==> config.mk <==
export PLATFORM = sky130hd
export DESIGN_NAME = id_ex_stage_flat
export DESIGN_NICKNAME = d
export VERILOG_FILES = /design/src/rtl/pipeline_pkg.sv /design/src/rtl/id_ex_stage_if.sv /design/src/rtl/id_ex_stage_hazard_detect.sv /design/src/rtl/id_ex_stage.sv /design/src/flat_wrapper.sv
export SDC_FILE = /design/constraint.sdc
export NUM_CORES = 1
export LEC_CHECK = 0
export ABC_CLOCK_PERIOD_IN_PS = 3150
export CORE_UTILIZATION = 41
export DETAILED_ROUTE_END_ITERATION = 6
export PLACE_DENSITY = 0.77
export SLEW_MARGIN = 20
export SYNTH_ARGS = -nofsm -noshare
export SYNTH_HDL_FRONTEND = slang
export SYNTH_HIERARCHICAL = 1
export SYNTH_SLANG_ARGS = --single-unit
==> constraint.sdc <==
create_clock -name Clk -period 3.15 [get_ports Clk]
set_input_delay 0.63 -clock Clk [delete_from_list [all_inputs] [get_ports Clk]]
set_output_delay 0.63 -clock Clk [all_outputs]
set_load 0.01 [all_outputs]
==> src/rtl/pipeline_pkg.sv <==
// pipeline_pkg: widths, control-bundle bit positions and shared helpers used
// by the pipeline-register stages (ID/EX today, EX/MEM and MEM/WB later).
// No ports; imported with `import pipeline_pkg::*;`.
package pipeline_pkg;

  localparam int DATA_W      = 32;
  localparam int REG_W       = 5;
  localparam int CTRL_W      = 10;
  localparam int STALL_CNT_W = 16;

  // Control bundle layout, MSB first:
  // {RegWrite, MemRead, MemWrite, MemToReg, ALUSrc, RegDst, ALUOp[3:0]}
  localparam int CTRL_REGWRITE  = 9;
  localparam int CTRL_MEMREAD   = 8;
  localparam int CTRL_MEMWRITE  = 7;
  localparam int CTRL_MEMTOREG  = 6;
  localparam int CTRL_ALUSRC    = 5;
  localparam int CTRL_REGDST    = 4;
  localparam int CTRL_ALUOP_LSB = 0;

  typedef logic [DATA_W-1:0] dataWord_t;
  typedef logic [REG_W-1:0]  regIdx_t;
  typedef logic [CTRL_W-1:0] ctrlWord_t;

  // Register-file read with write-back bypass. The register file and this
  // stage update on the same edge, so a write in flight must be forwarded
  // here or the captured operand would be stale. $zero always reads 0.
  function automatic dataWord_t selectOperand(
    input regIdx_t   idx,
    input dataWord_t rfData,
    input logic      wbRegWrite,
    input regIdx_t   wbWriteReg,
    input dataWord_t wbWriteData
  );
    if (idx == '0)
      return '0;
    else if (wbRegWrite && (wbWriteReg == idx))
      return wbWriteData;
    else
      return rfData;
  endfunction

endpackage

==> src/rtl/id_ex_stage_if.sv <==
// id_ex_if: bundle between the decode front end and the ID/EX register.
//   master : decode side / test driver (drives id_*, rf_*, wb_*, flush, ex_hold)
//   slave  : the ID/EX stage (drives ex_*, stall, stall_count)
interface id_ex_if;
  import pipeline_pkg::*;

  logic                   id_valid;
  regIdx_t                id_rs, id_rt, id_rd;
  logic                   id_uses_rs, id_uses_rt;
  dataWord_t              id_imm;
  ctrlWord_t              id_ctrl;
  dataWord_t              rf_data1, rf_data2;
  logic                   wb_regwrite;
  regIdx_t                wb_writereg;
  dataWord_t              wb_writedata;
  logic                   flush;
  logic                   ex_hold;

  logic                   ex_valid;
  regIdx_t                ex_rs, ex_rt, ex_rd, ex_dest;
  dataWord_t              ex_imm, ex_data1, ex_data2;
  ctrlWord_t              ex_ctrl;
  logic                   stall;
  logic [STALL_CNT_W-1:0] stall_count;

  modport master (
    output id_valid, id_rs, id_rt, id_rd, id_uses_rs, id_uses_rt, id_imm, id_ctrl,
           rf_data1, rf_data2, wb_regwrite, wb_writereg, wb_writedata, flush, ex_hold,
    input  ex_valid, ex_rs, ex_rt, ex_rd, ex_dest, ex_imm, ex_data1, ex_data2, ex_ctrl,
           stall, stall_count
  );

  modport slave (
    input  id_valid, id_rs, id_rt, id_rd, id_uses_rs, id_uses_rt, id_imm, id_ctrl,
           rf_data1, rf_data2, wb_regwrite, wb_writereg, wb_writedata, flush, ex_hold,
    output ex_valid, ex_rs, ex_rt, ex_rd, ex_dest, ex_imm, ex_data1, ex_data2, ex_ctrl,
           stall, stall_count
  );

endinterface

==> src/rtl/id_ex_stage_hazard_detect.sv <==
// hazard_detect: combinational load-use detector.
//   exValid/exMemRead/exRt : instruction currently in EX
//   idValid/idUses*/idRs/idRt : instruction currently in decode
//   hazard : decode reads the register a load in EX has yet to produce
module hazard_detect
  import pipeline_pkg::*;
(
  input  logic    exValid,
  input  logic    exMemRead,
  input  regIdx_t exRt,
  input  logic    idValid,
  input  logic    idUsesRs,
  input  logic    idUsesRt,
  input  regIdx_t idRs,
  input  regIdx_t idRt,
  output logic    hazard
);

  logic rsMatch, rtMatch;

  assign rsMatch = idUsesRs && (idRs == exRt);
  assign rtMatch = idUsesRt && (idRt == exRt);

  // A load targeting $zero produces nothing to wait for.
  assign hazard = exValid && exMemRead && (exRt != '0) && idValid && (rsMatch || rtMatch);

endmodule

==> src/rtl/id_ex_stage.sv <==
// id_ex_stage: ID/EX pipeline register with write-back bypass, load-use
// bubble insertion, branch flush and execute hold.
//   Clk   : clock, all updates on posedge
//   reset : asynchronous active-low clear
//   bus   : id_ex_if.slave (decode inputs in, ex_* contents, stall and
//           stall_count out)
module id_ex_stage
  import pipeline_pkg::*;
(
  input logic     Clk,
  input logic     reset,
  id_ex_if.slave  bus
);

  logic                   exValidReg;
  regIdx_t                exRsReg, exRtReg, exRdReg, exDestReg;
  dataWord_t              exImmReg, exData1Reg, exData2Reg;
  ctrlWord_t              exCtrlReg;
  logic [STALL_CNT_W-1:0] stallCountReg;

  logic      hazard;
  dataWord_t op1, op2;

  hazard_detect hazardDetectInst (
    .exValid   (exValidReg),
    .exMemRead (exCtrlReg[CTRL_MEMREAD]),
    .exRt      (exRtReg),
    .idValid   (bus.id_valid),
    .idUsesRs  (bus.id_uses_rs),
    .idUsesRt  (bus.id_uses_rt),
    .idRs      (bus.id_rs),
    .idRt      (bus.id_rt),
    .hazard    (hazard)
  );

  assign op1 = selectOperand(bus.id_rs, bus.rf_data1, bus.wb_regwrite, bus.wb_writereg, bus.wb_writedata);
  assign op2 = selectOperand(bus.id_rt, bus.rf_data2, bus.wb_regwrite, bus.wb_writereg, bus.wb_writedata);

  // A taken branch kills the decode slot, so a hazard on it must not stall.
  assign bus.stall = bus.ex_hold || (hazard && !bus.flush);

  always_ff @(posedge Clk or negedge reset) begin
    if (!reset) begin
      exValidReg    <= 1'b0;
      exRsReg       <= '0;
      exRtReg       <= '0;
      exRdReg       <= '0;
      exDestReg     <= '0;
      exImmReg      <= '0;
      exData1Reg    <= '0;
      exData2Reg    <= '0;
      exCtrlReg     <= '0;
      stallCountReg <= '0;
    end else if (bus.flush || (!bus.ex_hold && hazard)) begin
      // Bubble: all-zero control guarantees no register or memory write.
      exValidReg <= 1'b0;
      exRsReg    <= '0;
      exRtReg    <= '0;
      exRdReg    <= '0;
      exDestReg  <= '0;
      exImmReg   <= '0;
      exData1Reg <= '0;
      exData2Reg <= '0;
      exCtrlReg  <= '0;
      if (!bus.flush && (stallCountReg != {STALL_CNT_W{1'b1}}))
        stallCountReg <= stallCountReg + 1'b1;
    end else if (!bus.ex_hold) begin
      exValidReg <= bus.id_valid;
      exRsReg    <= bus.id_rs;
      exRtReg    <= bus.id_rt;
      exRdReg    <= bus.id_rd;
      exDestReg  <= bus.id_ctrl[CTRL_REGDST] ? bus.id_rd : bus.id_rt;
      exImmReg   <= bus.id_imm;
      exData1Reg <= op1;
      exData2Reg <= op2;
      exCtrlReg  <= bus.id_valid ? bus.id_ctrl : '0;
    end
    // ex_hold without flush: every field keeps its value.
  end

  assign bus.ex_valid    = exValidReg;
  assign bus.ex_rs       = exRsReg;
  assign bus.ex_rt       = exRtReg;
  assign bus.ex_rd       = exRdReg;
  assign bus.ex_dest     = exDestReg;
  assign bus.ex_imm      = exImmReg;
  assign bus.ex_data1    = exData1Reg;
  assign bus.ex_data2    = exData2Reg;
  assign bus.ex_ctrl     = exCtrlReg;
  assign bus.stall_count = stallCountReg;

endmodule

==> src/flat_wrapper.sv <==
// flat-port wrapper written by rule: the top's interface ports become plain ports
module id_ex_stage_flat import pipeline_pkg::*;
  (Clk, reset, bus_id_valid, bus_id_rs, bus_id_rt, bus_id_rd, bus_id_uses_rs, bus_id_uses_rt, bus_id_imm, bus_id_ctrl, bus_rf_data1, bus_rf_data2, bus_wb_regwrite, bus_wb_writereg, bus_wb_writedata, bus_flush, bus_ex_hold, bus_ex_valid, bus_ex_rs, bus_ex_rt, bus_ex_rd, bus_ex_dest, bus_ex_imm, bus_ex_data1, bus_ex_data2, bus_ex_ctrl, bus_stall, bus_stall_count);
  id_ex_if bus_i ();
  input logic Clk;
  input logic reset;
  input wire logic [$bits(bus_i.id_valid)-1:0] bus_id_valid;
  input wire logic [$bits(bus_i.id_rs)-1:0] bus_id_rs;
  input wire logic [$bits(bus_i.id_rt)-1:0] bus_id_rt;
  input wire logic [$bits(bus_i.id_rd)-1:0] bus_id_rd;
  input wire logic [$bits(bus_i.id_uses_rs)-1:0] bus_id_uses_rs;
  input wire logic [$bits(bus_i.id_uses_rt)-1:0] bus_id_uses_rt;
  input wire logic [$bits(bus_i.id_imm)-1:0] bus_id_imm;
  input wire logic [$bits(bus_i.id_ctrl)-1:0] bus_id_ctrl;
  input wire logic [$bits(bus_i.rf_data1)-1:0] bus_rf_data1;
  input wire logic [$bits(bus_i.rf_data2)-1:0] bus_rf_data2;
  input wire logic [$bits(bus_i.wb_regwrite)-1:0] bus_wb_regwrite;
  input wire logic [$bits(bus_i.wb_writereg)-1:0] bus_wb_writereg;
  input wire logic [$bits(bus_i.wb_writedata)-1:0] bus_wb_writedata;
  input wire logic [$bits(bus_i.flush)-1:0] bus_flush;
  input wire logic [$bits(bus_i.ex_hold)-1:0] bus_ex_hold;
  output wire logic [$bits(bus_i.ex_valid)-1:0] bus_ex_valid;
  output wire logic [$bits(bus_i.ex_rs)-1:0] bus_ex_rs;
  output wire logic [$bits(bus_i.ex_rt)-1:0] bus_ex_rt;
  output wire logic [$bits(bus_i.ex_rd)-1:0] bus_ex_rd;
  output wire logic [$bits(bus_i.ex_dest)-1:0] bus_ex_dest;
  output wire logic [$bits(bus_i.ex_imm)-1:0] bus_ex_imm;
  output wire logic [$bits(bus_i.ex_data1)-1:0] bus_ex_data1;
  output wire logic [$bits(bus_i.ex_data2)-1:0] bus_ex_data2;
  output wire logic [$bits(bus_i.ex_ctrl)-1:0] bus_ex_ctrl;
  output wire logic [$bits(bus_i.stall)-1:0] bus_stall;
  output wire logic [$bits(bus_i.stall_count)-1:0] bus_stall_count;
  assign bus_i.id_valid = bus_id_valid;
  assign bus_i.id_rs = bus_id_rs;
  assign bus_i.id_rt = bus_id_rt;
  assign bus_i.id_rd = bus_id_rd;
  assign bus_i.id_uses_rs = bus_id_uses_rs;
  assign bus_i.id_uses_rt = bus_id_uses_rt;
  assign bus_i.id_imm = bus_id_imm;
  assign bus_i.id_ctrl = bus_id_ctrl;
  assign bus_i.rf_data1 = bus_rf_data1;
  assign bus_i.rf_data2 = bus_rf_data2;
  assign bus_i.wb_regwrite = bus_wb_regwrite;
  assign bus_i.wb_writereg = bus_wb_writereg;
  assign bus_i.wb_writedata = bus_wb_writedata;
  assign bus_i.flush = bus_flush;
  assign bus_i.ex_hold = bus_ex_hold;
  assign bus_ex_valid = bus_i.ex_valid;
  assign bus_ex_rs = bus_i.ex_rs;
  assign bus_ex_rt = bus_i.ex_rt;
  assign bus_ex_rd = bus_i.ex_rd;
  assign bus_ex_dest = bus_i.ex_dest;
  assign bus_ex_imm = bus_i.ex_imm;
  assign bus_ex_data1 = bus_i.ex_data1;
  assign bus_ex_data2 = bus_i.ex_data2;
  assign bus_ex_ctrl = bus_i.ex_ctrl;
  assign bus_stall = bus_i.stall;
  assign bus_stall_count = bus_i.stall_count;
  id_ex_stage u_core (.Clk(Clk), .reset(reset), .bus(bus_i));
endmodule
==> results.sh <==
export IMPL_remaining_drc_errors=0
export IMPL_finalMaxSlewViolations=0
export IMPL_ys_ff_latch=143
export IMPL_io_pins=310
export IMPL_crit_chain="clkdlybuf4s50_1 -> xor2_1 -> nor4_1 -> nand3_1 -> a21oi_2 -> a21o_1 -> dlygate4sd2_1"
export IMPL_synth_area_leaders="dfrtp_1 (55%), nand2_1 (8.0%), a22o_1 (7.6%)"
export IMPL_first_pass_iters=5
export IMPL_clockBufferDepth=2
export IMPL_clock_latency_ns=0.42
export IMPL_grt_pass1_vias=6363
export IMPL_cts_hold_buf=0
export IMPL_critical_path_buf_inv_count=2
export IMPL_die_h_um=128
export IMPL_antenna_found_initial=0
export IMPL_wl_per_cell_um=19.3
export IMPL_hold_viol=0
export IMPL_hpwl_um=15900
export IMPL_synthMuxAreaShare_pct=0.992
export IMPL_synth_cell_types=39
export IMPL_relSlewSlack_pct=59.9
export IMPL_stdcell_area_mm2=0.0105
export IMPL_grt_usage_pct=27.5
export IMPL_endpoint_kind="output port"
export IMPL_postSynthAreaPerCell_um2=10.4
export IMPL_fin_setup_tns_ns=0
export IMPL_grt_pass1_wl_um=34500
export IMPL_maxCapViolCount=0
export IMPL_avgViaCountPerCell=5.50
export IMPL_place_congestion=0.872
export IMPL_whs_ns=0.131
export IMPL_root_buffer="clkbuf_16"
export IMPL_hp_class="in2async"
export IMPL_syn_to_final_growth_pct=60.8
export IMPL_ys_seq_area_share_pct=54.6
export IMPL_cp_top_family="buffers and inverters"
export IMPL_drt_total_wl_um=22400
export IMPL_status="complete, no violations"
export IMPL_drt_iter0_drc=424
export IMPL_final_cells=1161
export IMPL_cts_setup_buffers=0
export IMPL_peakVddDrop_v=0.000381
export IMPL_grt_max_degree=75
export IMPL_start_kind="input pin"
export IMPL_period_minus_slack_ns=2.96
export IMPL_worst_pin_slew_ns=0.586
export IMPL_clock_skew_ns=0.0127
export IMPL_synthCells=633
export IMPL_synth_compound_area_share_pct=17.3
export IMPL_die_w_um=128
export IMPL_initial_core_util_pct=42.5
export IMPL_syn_nets=800
export IMPL_dpl_cell_area_mm2=0.0100
export IMPL_cp_arrival_ns=2.33
export IMPL_overflow=0
export IMPL_numPortBuffers=309
export IMPL_cts_resized=2
export IMPL_crit_required_ns=2.52
export IMPL_num_vias=6380
export IMPL_synth_simple_area_share_pct=18.7
export IMPL_synth_fa_ha_area_share_pct=0.191
export IMPL_numCtsBuffers=17
export IMPL_rsz0062_at_grt="no"
export IMPL_synth_area_mm2=0.00656
export IMPL_fin_crit_sh_pct=94.0
export IMPL_critPathMaxStageDelay_ns=0.44
export IMPL_p_leak_nw=4.39
export IMPL_dpl_cell_count=1130
export IMPL_critPathMaxFanout=2
export IMPL_core_mm2=0.0154
export IMPL_synth_xor_xnor_area_share_pct=4.41
export IMPL_powerDensity_mw_per_mm2=433
export IMPL_ys_warn_count=6
export IMPL_diodes=0
export IMPL_row_count=45
export IMPL_synth_top_family_by_area="simple AND/OR/NAND/NOR gates"
export IMPL_cts_max_level=4
export IMPL_worst_path_max_delay_cell="clkdlybuf4s50_1"
export IMPL_yosysTopAreaCellShare_pct=54.6
export IMPL_clk_pin_slew_ns=0.06
export IMPL_cts_tree="yes"
export IMPL_power_mw=4.57
export IMPL_die_area_mm2=0.0165
export IMPL_fmax_ghz=0.338
export IMPL_nNetsFinal=1105
export IMPL_crit_type="in2out"
export IMPL_ant_nets=0
export IMPL_setup_violations=0
export IMPL_synth_top_area_cell="dfrtp_1"
export IMPL_drive_gt1_share_pct=8.11
export IMPL_cts_sinks=143
## kinds of logic (layout without fill, tap and decap cells)
group	after synthesis	count (layout)
DFF	143	143
muxes	6	6
adders and majority gates	1	1
buffers and inverters	61	378
AOI/OAI and AO/OA	141	141
and+or+nand+nor	248	248
xor gates and xnor gates	33	33
## state kept, by name, summed over array words and instances, names as in the netlist, 10 cells and up
name,cells
u_core/bus.ex_ctrl,10
u_core/bus.ex_data2,32
u_core/bus.stall_count,16
u_core/bus.ex_data1,32
u_core/bus.ex_imm,32
## per-layer routing
metal  GRT usage (%)  part of all wire (%)  vias up
li1                -                     -     2930
met1            34.4                    41     3087
met2            44.0                    48      305
met3            7.40                   7.5       58
met4            13.8                   4.1        0
met5               0                     0        -
## power breakdown
| part | switching, mW | internal (mW) | leakage, nW |
|---|---|---|---|
| Sequential | 0.0571 | 1.93 | 1.91 |
| Combinational | 0.367 | 0.456 | 2.24 |
| Clock | 0.771 | 0.989 | 0.244 |
| Total | 1.19 | 3.38 | 4.39 |
## synthesized netlist by cell type
| master | count |
|---|---|
| a2111oi_0 | 1 |
| a211oi_1 | 3 |
| a21o_1 | 2 |
| a21oi_1 | 5 |
| a21oi_4 | 2 |
| a22o_1 | 57 |
| a41oi_2 | 1 |
| and2_0 | 1 |
| and2_1 | 4 |
| and3_1 | 1 |
| buf_1 | 2 |
| buf_2 | 19 |
| clkbuf_1 | 36 |
| dfrtp_1 | 143 |
| ha_1 | 1 |
| inv_1 | 4 |
| mux2_4 | 1 |
| mux2i_1 | 5 |
| nand2_1 | 139 |
| nand3_1 | 7 |
| nand4_1 | 66 |
| nand4_4 | 1 |
| nor2_1 | 8 |
| nor2b_1 | 1 |
| nor3_1 | 6 |
| nor3b_4 | 1 |
| nor4_1 | 5 |
| nor4_2 | 2 |
| nor4_4 | 1 |
| nor4b_1 | 1 |
| o2111ai_1 | 1 |
| o211ai_1 | 64 |
| o21ai_0 | 5 |
| or2_1 | 1 |
| or2_2 | 1 |
| or3_1 | 1 |
| or4_1 | 1 |
| xnor2_1 | 6 |
| xor2_1 | 27 |
## path summary, 6_finish.rpt
check                                        endpoint  slack, ns  cells after the start             startpoint
setup / recovery                            bus_stall       0.19                      7           bus_id_rs[0]
setup reg to reg           u_core/bus.stall_count[11]       0.41                     10    u_core/bus.ex_rt[2]
hold / removal                  u_core/bus.ex_imm[11]       0.13                      1                  reset
min in group Clk                u_core/bus.ex_dest[3]       0.48                      2  u_core/bus.ex_dest[3]
hold reg to reg                 u_core/bus.ex_dest[3]       0.48                      2  u_core/bus.ex_dest[3]
max in group asynchronous     u_core/bus.ex_data2[27]       2.23                      2                  reset
## area by class of cell
cell class / count / area [um^2]
timing repair buffer: 343 / 3420
clock buffer: 19 / 433
tap: 211 / 264
multi-input combinational: 429 / 2760
clock inverter: 12 / 73.8
fill: 1231 / 4880
sequential: 143 / 3580
inverter: 4 / 15.0
## stage by stage
step	utilization, %	worst slack, ns
after floorplan	-	0.604
after global placement	65.1	-0.0617
after detailed placement	65.1	-0.0879
after CTS	68.4	0.191
after global routing	68.4	0.0600
final	68.4	0.189
## placed cells by master, fill, tap and decap left out, drive strengths merged, types with 2 or more instances in the layout
cell type      instances
and2                   5
nand3                  7
clkinv                 8
mux2i                  5
a211oi                 3
inv                    4
a21o                   2
a21oi                  7
clkinvlp               4
nand4                 67
o21ai                  5
clkdlybuf4s50        307
clkbuf                19
nor4                   8
nand2                139
o211ai                64
xnor2                  6
xor2                  27
dfrtp                143
nor2                   8
buf                   35
a22o                  57
nor3                   6
or2                    2
Power figures use the tool's default switching activity.
==> RTL change 1 (same flow settings) <==
Set the package constant `DATA_W` to 24 (it was 32).
--- a/src/rtl/pipeline_pkg.sv
+++ b/src/rtl/pipeline_pkg.sv
@@ -5,3 +5,3 @@
 
-  localparam int DATA_W      = 32;
+  localparam int DATA_W      = 24;
   localparam int REG_W       = 5;
Ports: changed (7 resized); port bits go from 310 to 254. The function was not compared with the original's and may differ.
==> RTL change 1 against the unedited design <==
- total power down 6.5%
- routed wire length down 16%
- sequential cell count down 24
- area after synthesis down 9.1%
- fmax down 0.95%
- cell area down 13%
- worst setup slack worse by 0.028 ns
==> RTL change 1: results (changes against the unedited design) <==
| Metric | Value |
|---|---|
| First-pass GRT wire length | `29.04 mm (-16%)` |
| Clock Skew | `0.006770 ns (-0.005948 ns)` |
| PortBufs | `253 (-18%)` |
| Worst Setup Slack post-DPL | `-0.2263 ns (-0.1383 ns)` |
| CP Max Fanout | `2 (unchanged)` |
| Detailed placer's ending HPWL | `13.43 mm (-16%)` |
| Syn_nets | `659 (-18%)` |
| Leakage | `4.051 nW (-7.7%)` |
| CTS root buffer | `clkbuf_16` |
| Main synth FF type | `dfrtp_1` |
| Vias in the first global route | `5,704 (-10%)` |
| Critical R2R Launch | `u_core/bus.ex_rt[4]$_DFFE_PN0P_` |
| Postcts setup bufs | `0 (unchanged)` |
| Final wirelength | `18.77 mm (-16%)` |
| Post-synth cell types | `49 (+26%)` |
| Worst Hold Class | `input pin to async pin` |
| Nets | `914 (-17%)` |
| Seq/Total Area, Yosys | `0.4994 (-0.04633)` |
| Reg-to-reg slack, setup | `0.33 ns (-0.08 ns)` |
| R2R cell count | `9 (-1)` |
| Dominant cells by area after synthesis | `dfrtp_1, o211ai_2, a22o_1` |
| Post-synth ARST share | `1.000 (unchanged)` |
| Die ar. | `0.01503 mm^2 (-8.9%)` |
| Clk slew on worst S/H paths | `0.05 ns` |
| Vias/cell | `5.548 (+0.97%)` |
| Layout cell share with drive strength beyond 1 | `0.1439 (+0.06289)` |
| Clk Latency, worst-skew pair | `0.41 ns` |
| CP max stage delay | `0.44 ns (about the same)` |
| TritonCTS buffer count | `17 (unchanged)` |
| Filler cells | `1,080 (-12%)` |
| Residual DRC count | `0 (unchanged)` |
| EDFF count, synth | `0 (unchanged)` |
| Synth cell count leaders | `dfrtp_1, nand2_1, nand4_1` |
| Met3 wire len | `1.771 mm (+5.0%)` |
| Initial antenna violation count | `0 (unchanged)` |
| Maximum root-to-sink buffer count | `2 (unchanged)` |
| DRT Pass-1 Iters | `5 (unchanged)` |
| Tot GR Track Use | `0.2573 (-0.01793)` |
| Max Used Layer | `met4` |
| N_diodes | `0 (unchanged)` |
| Run status | `completed` |
| Htree depth | `4 (unchanged)` |
| Largest net degree at the start of global routing | `60 (-20%)` |
| Hold Worst Slack | `0.2046 ns (+0.07356 ns)` |
| CP max stage cell | `clkdlybuf4s50_1` |
| Iter 0 DRT Violations | `310 (-27%)` |
| Placer Congestion | `0.8934 (+2.5%)` |
| Net switching power | `0.001031 W (-14%)` |
| Peak supply drop | `342.4 uV (-10%)` |
| Synthesis Warnings | `6 (unchanged)` |
| Final Max Slew Viols | `0 (unchanged)` |
| Slew headroom | `0.6237 (+0.02453)` |
| Arrival time worst endpoint | `2.36 ns (+0.03 ns)` |
| WL met2 | `9.187 mm (-14%)` |
| Met1 wire length | `7.385 mm (-19%)` |
| FF-to-FF End | `u_core/bus.ex_data2[13]$_DFFE_PN0P_` |
RTL change 1: power groups by stage:
stage	Combinational (W)	Sequential [W]	Clock [W]
after floorplan	0.000223	0.00171	0
after global routing	0.000730	0.00167	0.00205
final	0.000682	0.00166	0.00193
after CTS	0.000687	0.00166	0.00196
after detailed placement	0.000683	0.00168	0
after global placement	0.000674	0.00168	0
RTL change 1: cell families after synthesis:
family | Yosys count | share of synthesized area
DFF | 119 | 0.4994
xor gates and xnor gates | 33 | 0.04847
buffers and inverters | 48 | 0.06987
AOI/OAI and AO/OA | 117 | 0.1926
muxes | 6 | 0.01091
and+or+nand+nor | 200 | 0.1767
adders and majority gates | 1 | 0.002098
RTL change 1: worst max path at each step:
stage	slack [ns]	from	endpoint	cells past startpoint
after floorplan	0.73	bus_id_rs[2]	u_core/bus.stall_count[12]$_DFFE_PN0P_	8
after CTS	0.16	bus_id_rs[0]	bus_stall	7
final	0.16	bus_id_rs[0]	bus_stall	7
after global routing	0.09	bus_id_rt[2]	bus_stall	7
after detailed placement	-0.23	bus_id_rs[3]	u_core/bus.stall_count[14]$_DFFE_PN0P_	10
after global placement	-0.09	bus_id_rs[2]	bus_stall	7
RTL change 1: repair_timing:
| item | CTS | global route |
|---|---|---|
| gates resized for setup | 2 | 0 |
| endpoints found under the setup margin | 1 | 0 |
| endpoints found under the hold margin | 0 | 0 |
RTL change 1: area by class of cell:
type / instances / share of cell area
inverters: 2 / 0.0008182
multi-input cells: 357 / 0.2817
clock buffers: 23 / 0.04991
clock inverters: 9 / 0.01364
flip-flops and latches: 119 / 0.3246
repair buffers: 282 / 0.3048
well taps: 180 / 0.02455
RTL change 1: routing by layer:
metal / vias to the layer above / global-route usage
li1: 2437 / -
met1: 2659 / 0.3013
met2: 263 / 0.4245
met3: 34 / 0.09433
met4: 0 / 0.1059
met5: - / 0
RTL change 1: critical path, delay by kind of cell:
| family | cells | cell delay, ns |
|---|---|---|
| simple gates | 2 | 0.48 |
| compound gates | 2 | 0.35 |
| xor+xnor | 1 | 0.19 |
| buf+inv | 2 | 0.71 |
RTL change 1: metrics by stage:
| step | cells | util | setup TNS, ns | power [W] | area, um^2 |
|---|---|---|---|---|---|
| after floorplan | 524 | - | 0 | 0.001934 | 5963 |
| after global placement | 940 | 0.6117 | -0.1133 | 0.002354 | 8589 |
| after detailed placement | 940 | 0.6117 | -1.637 | 0.002365 | 8589 |
| after CTS | 972 | 0.6534 | 0 | 0.004306 | 9175 |
| after global routing | 972 | 0.6534 | 0 | 0.004445 | 9175 |
| final | 972 | 0.6534 | 0 | 0.004274 | 9175 |
==> RTL change 2 (same settings) <==
Without the edit above. Reset style: synchronous (`reset`), changed in one clocked block. Comments in the files are not updated.
--- a/src/rtl/id_ex_stage.sv
+++ b/src/rtl/id_ex_stage.sv
@@ -41,3 +41,3 @@
 
-  always_ff @(posedge Clk or negedge reset) begin
+  always_ff @(posedge Clk) begin
     if (!reset) begin
Function: differs if reset is asserted again (counterexample within 4 cycles, from zero or initial values and one cycle with reset low); with reset held inactive, the same outputs for 4 cycles.
==> RTL change 2 against the unedited design <==
- sequential cell count did not move
- combinational power shrank 22%
- area after synthesis decreased by 6.2%
- worst setup slack worse by 0.14 ns
- total power fell by 0.68%
- clock skew fell by 0.0047 ns
- routed wire length is 1.1% lower
- sequential share of layout area decreased by 6.0 points
- cell area decreased by 2.8%
- largest power group is now clock
==> RTL change 2: results (changes against the unedited design) <==
| Metric | Value |
|---|---|
| Initial antenna violation count | `1 (+1)` |
| Combinational power | `0.000642 W (-22%)` |
| Leakage | `3.712 nW (-15%)` |
| Filler cells | `1,146 (-6.9%)` |
| Met1 wire length | `8.899 mm (-2.0%)` |
| WL met2 | `10.99 mm (+2.6%)` |
| Run status | `completed` |
| Dominant cells by area after synthesis | `dfxtp_1, mux2i_1, nand2_1` |
| Met2 usage | `0.4751 (+0.03507)` |
| Detailed placer's ending HPWL | `15.43 mm (-3.1%)` |
| Placed Area | `0.009614 mm^2 (-4.2%)` |
| Seq/Total Area, Yosys | `0.4656 (-0.08009)` |
| Layout cell share with drive strength beyond 1 | `0.07915 (-0.001902)` |
| CP max stage cell | `or4_4` |
| CTS resizes | `7 (+5)` |
| Syn Area/Cell | `8.539 um^2 (-18%)` |
| Arrival time worst endpoint | `3.45 ns (+1.12 ns)` |
| Largest net degree at the start of global routing | `69 (-8.0%)` |
| Tot GR Track Use | `0.2808 (+0.005599)` |
| Post-DR wirelength/cell | `18.14 um (-5.9%)` |
| Seq power | `0.00189 W (-5%)` |
| M1 GR Usage | `0.3307 (-0.01377)` |
| Post-synth ARST share | `0 (-1.000)` |
| Syn_nets | `887 (+11%)` |
| Synth cell count leaders | `dfxtp_1, nand2_1, nor2_1` |
| Worst Setup Slack post-DPL | `-0.6179 ns (-0.5300 ns)` |
| Peak supply drop | `376.6 uV (-1.2%)` |
| Post-synth cell types | `37 (-5.1%)` |
| Nets | `1,190 (+7.7%)` |
| Placer Congestion | `0.8439 (-3.2%)` |
| CP Max Fanout | `4 (+2)` |
| Met3 wire len | `1.695 mm (+0.53%)` |
| Vias in the first global route | `6,402 (+0.61%)` |
| Mux cell area share after synthesis | `0.08791 (+0.07799)` |
| Clock Skew | `0.008035 ns (-0.004682 ns)` |
| Fraction of the mapped netlist area in adder cells | `0.002035 (+0.0001270)` |
| Htree depth | `4 (unchanged)` |
| Global Route met3 Usage | `0.08505 (+0.01104)` |
| Vias/cell | `5.487 (-0.14%)` |
| CP max stage delay | `0.52 ns (+0.08 ns)` |
| Compound-cell area share of the yosys netlist | `0.1292 (-0.04365)` |
| Post-Synth XOR/XNOR Area | `0.02991 (-0.01416)` |
| Crit path max-delay family | `simple AND/OR/NAND/NOR gates` |
| Worst Hold Class | `flip-flop to flip-flop` |
-- RTL change 2: cell count changes in the layout (fill, tap and decap cells not counted), moves of 10 or more --
cell | before | now
dfxtp_1 | 0 | 143
a22oi_1 | 0 | 10
dfrtp_1 | 143 | 0
mux2i_1 | 5 | 54
a21oi_1 | 4 | 17
nor2_1 | 8 | 72
a22o_1 | 57 | 0
xor2_1 | 27 | 17
-- RTL change 2: tightest hold or removal path: cells and delay by family (launching register included) --
kind,cells,cell delay [ns]
flip-flops,1,0.32
AO/OA/AOI/OAI,1,0.07
AND/OR/NAND/NOR,1,0.05
-- RTL change 2: layout make-up --
class	count	area [um^2]	area share
clock inverters	15	163.9	0.01600
flip-flops and latches	143	2863	0.2794
inverters	3	11.26	0.001099
clock buffers	17	425.4	0.04151
well taps	184	230.2	0.02247
multi-input cells	512	3099	0.3024
diodes	1	2.502	0.0002442
repair buffers	346	3452	0.3369
-- RTL change 2: final timing paths --
path	start	endpoint	slack, ns	cells past startpoint
worst max-delay path	bus_id_rt[3]	u_core/bus.stall_count[11]$_SDFFE_PN0P_	0.05	10
worst min-delay path	u_core/bus.ex_data1[18]$_SDFFE_PP0N_	u_core/bus.ex_data1[18]$_SDFFE_PP0N_	0.47	2
worst max register to register	u_core/bus.ex_rt[4]$_SDFFE_PP0N_	u_core/bus.stall_count[11]$_SDFFE_PN0P_	0.14	10
worst min register to register	u_core/bus.ex_data1[18]$_SDFFE_PP0N_	u_core/bus.ex_data1[18]$_SDFFE_PP0N_	0.47	2
-- RTL change 2: metrics by stage --
step / util / power [W]
6_report: 0.7024 / 0.004541
5_1_grt: 0.7024 / 0.004706
4_1_cts: 0.7007 / 0.004572
3_5_place_dp: 0.6590 / 0.002572
3_3_place_gp: 0.6590 / 0.002566
2_1_floorplan: - / 0.002153
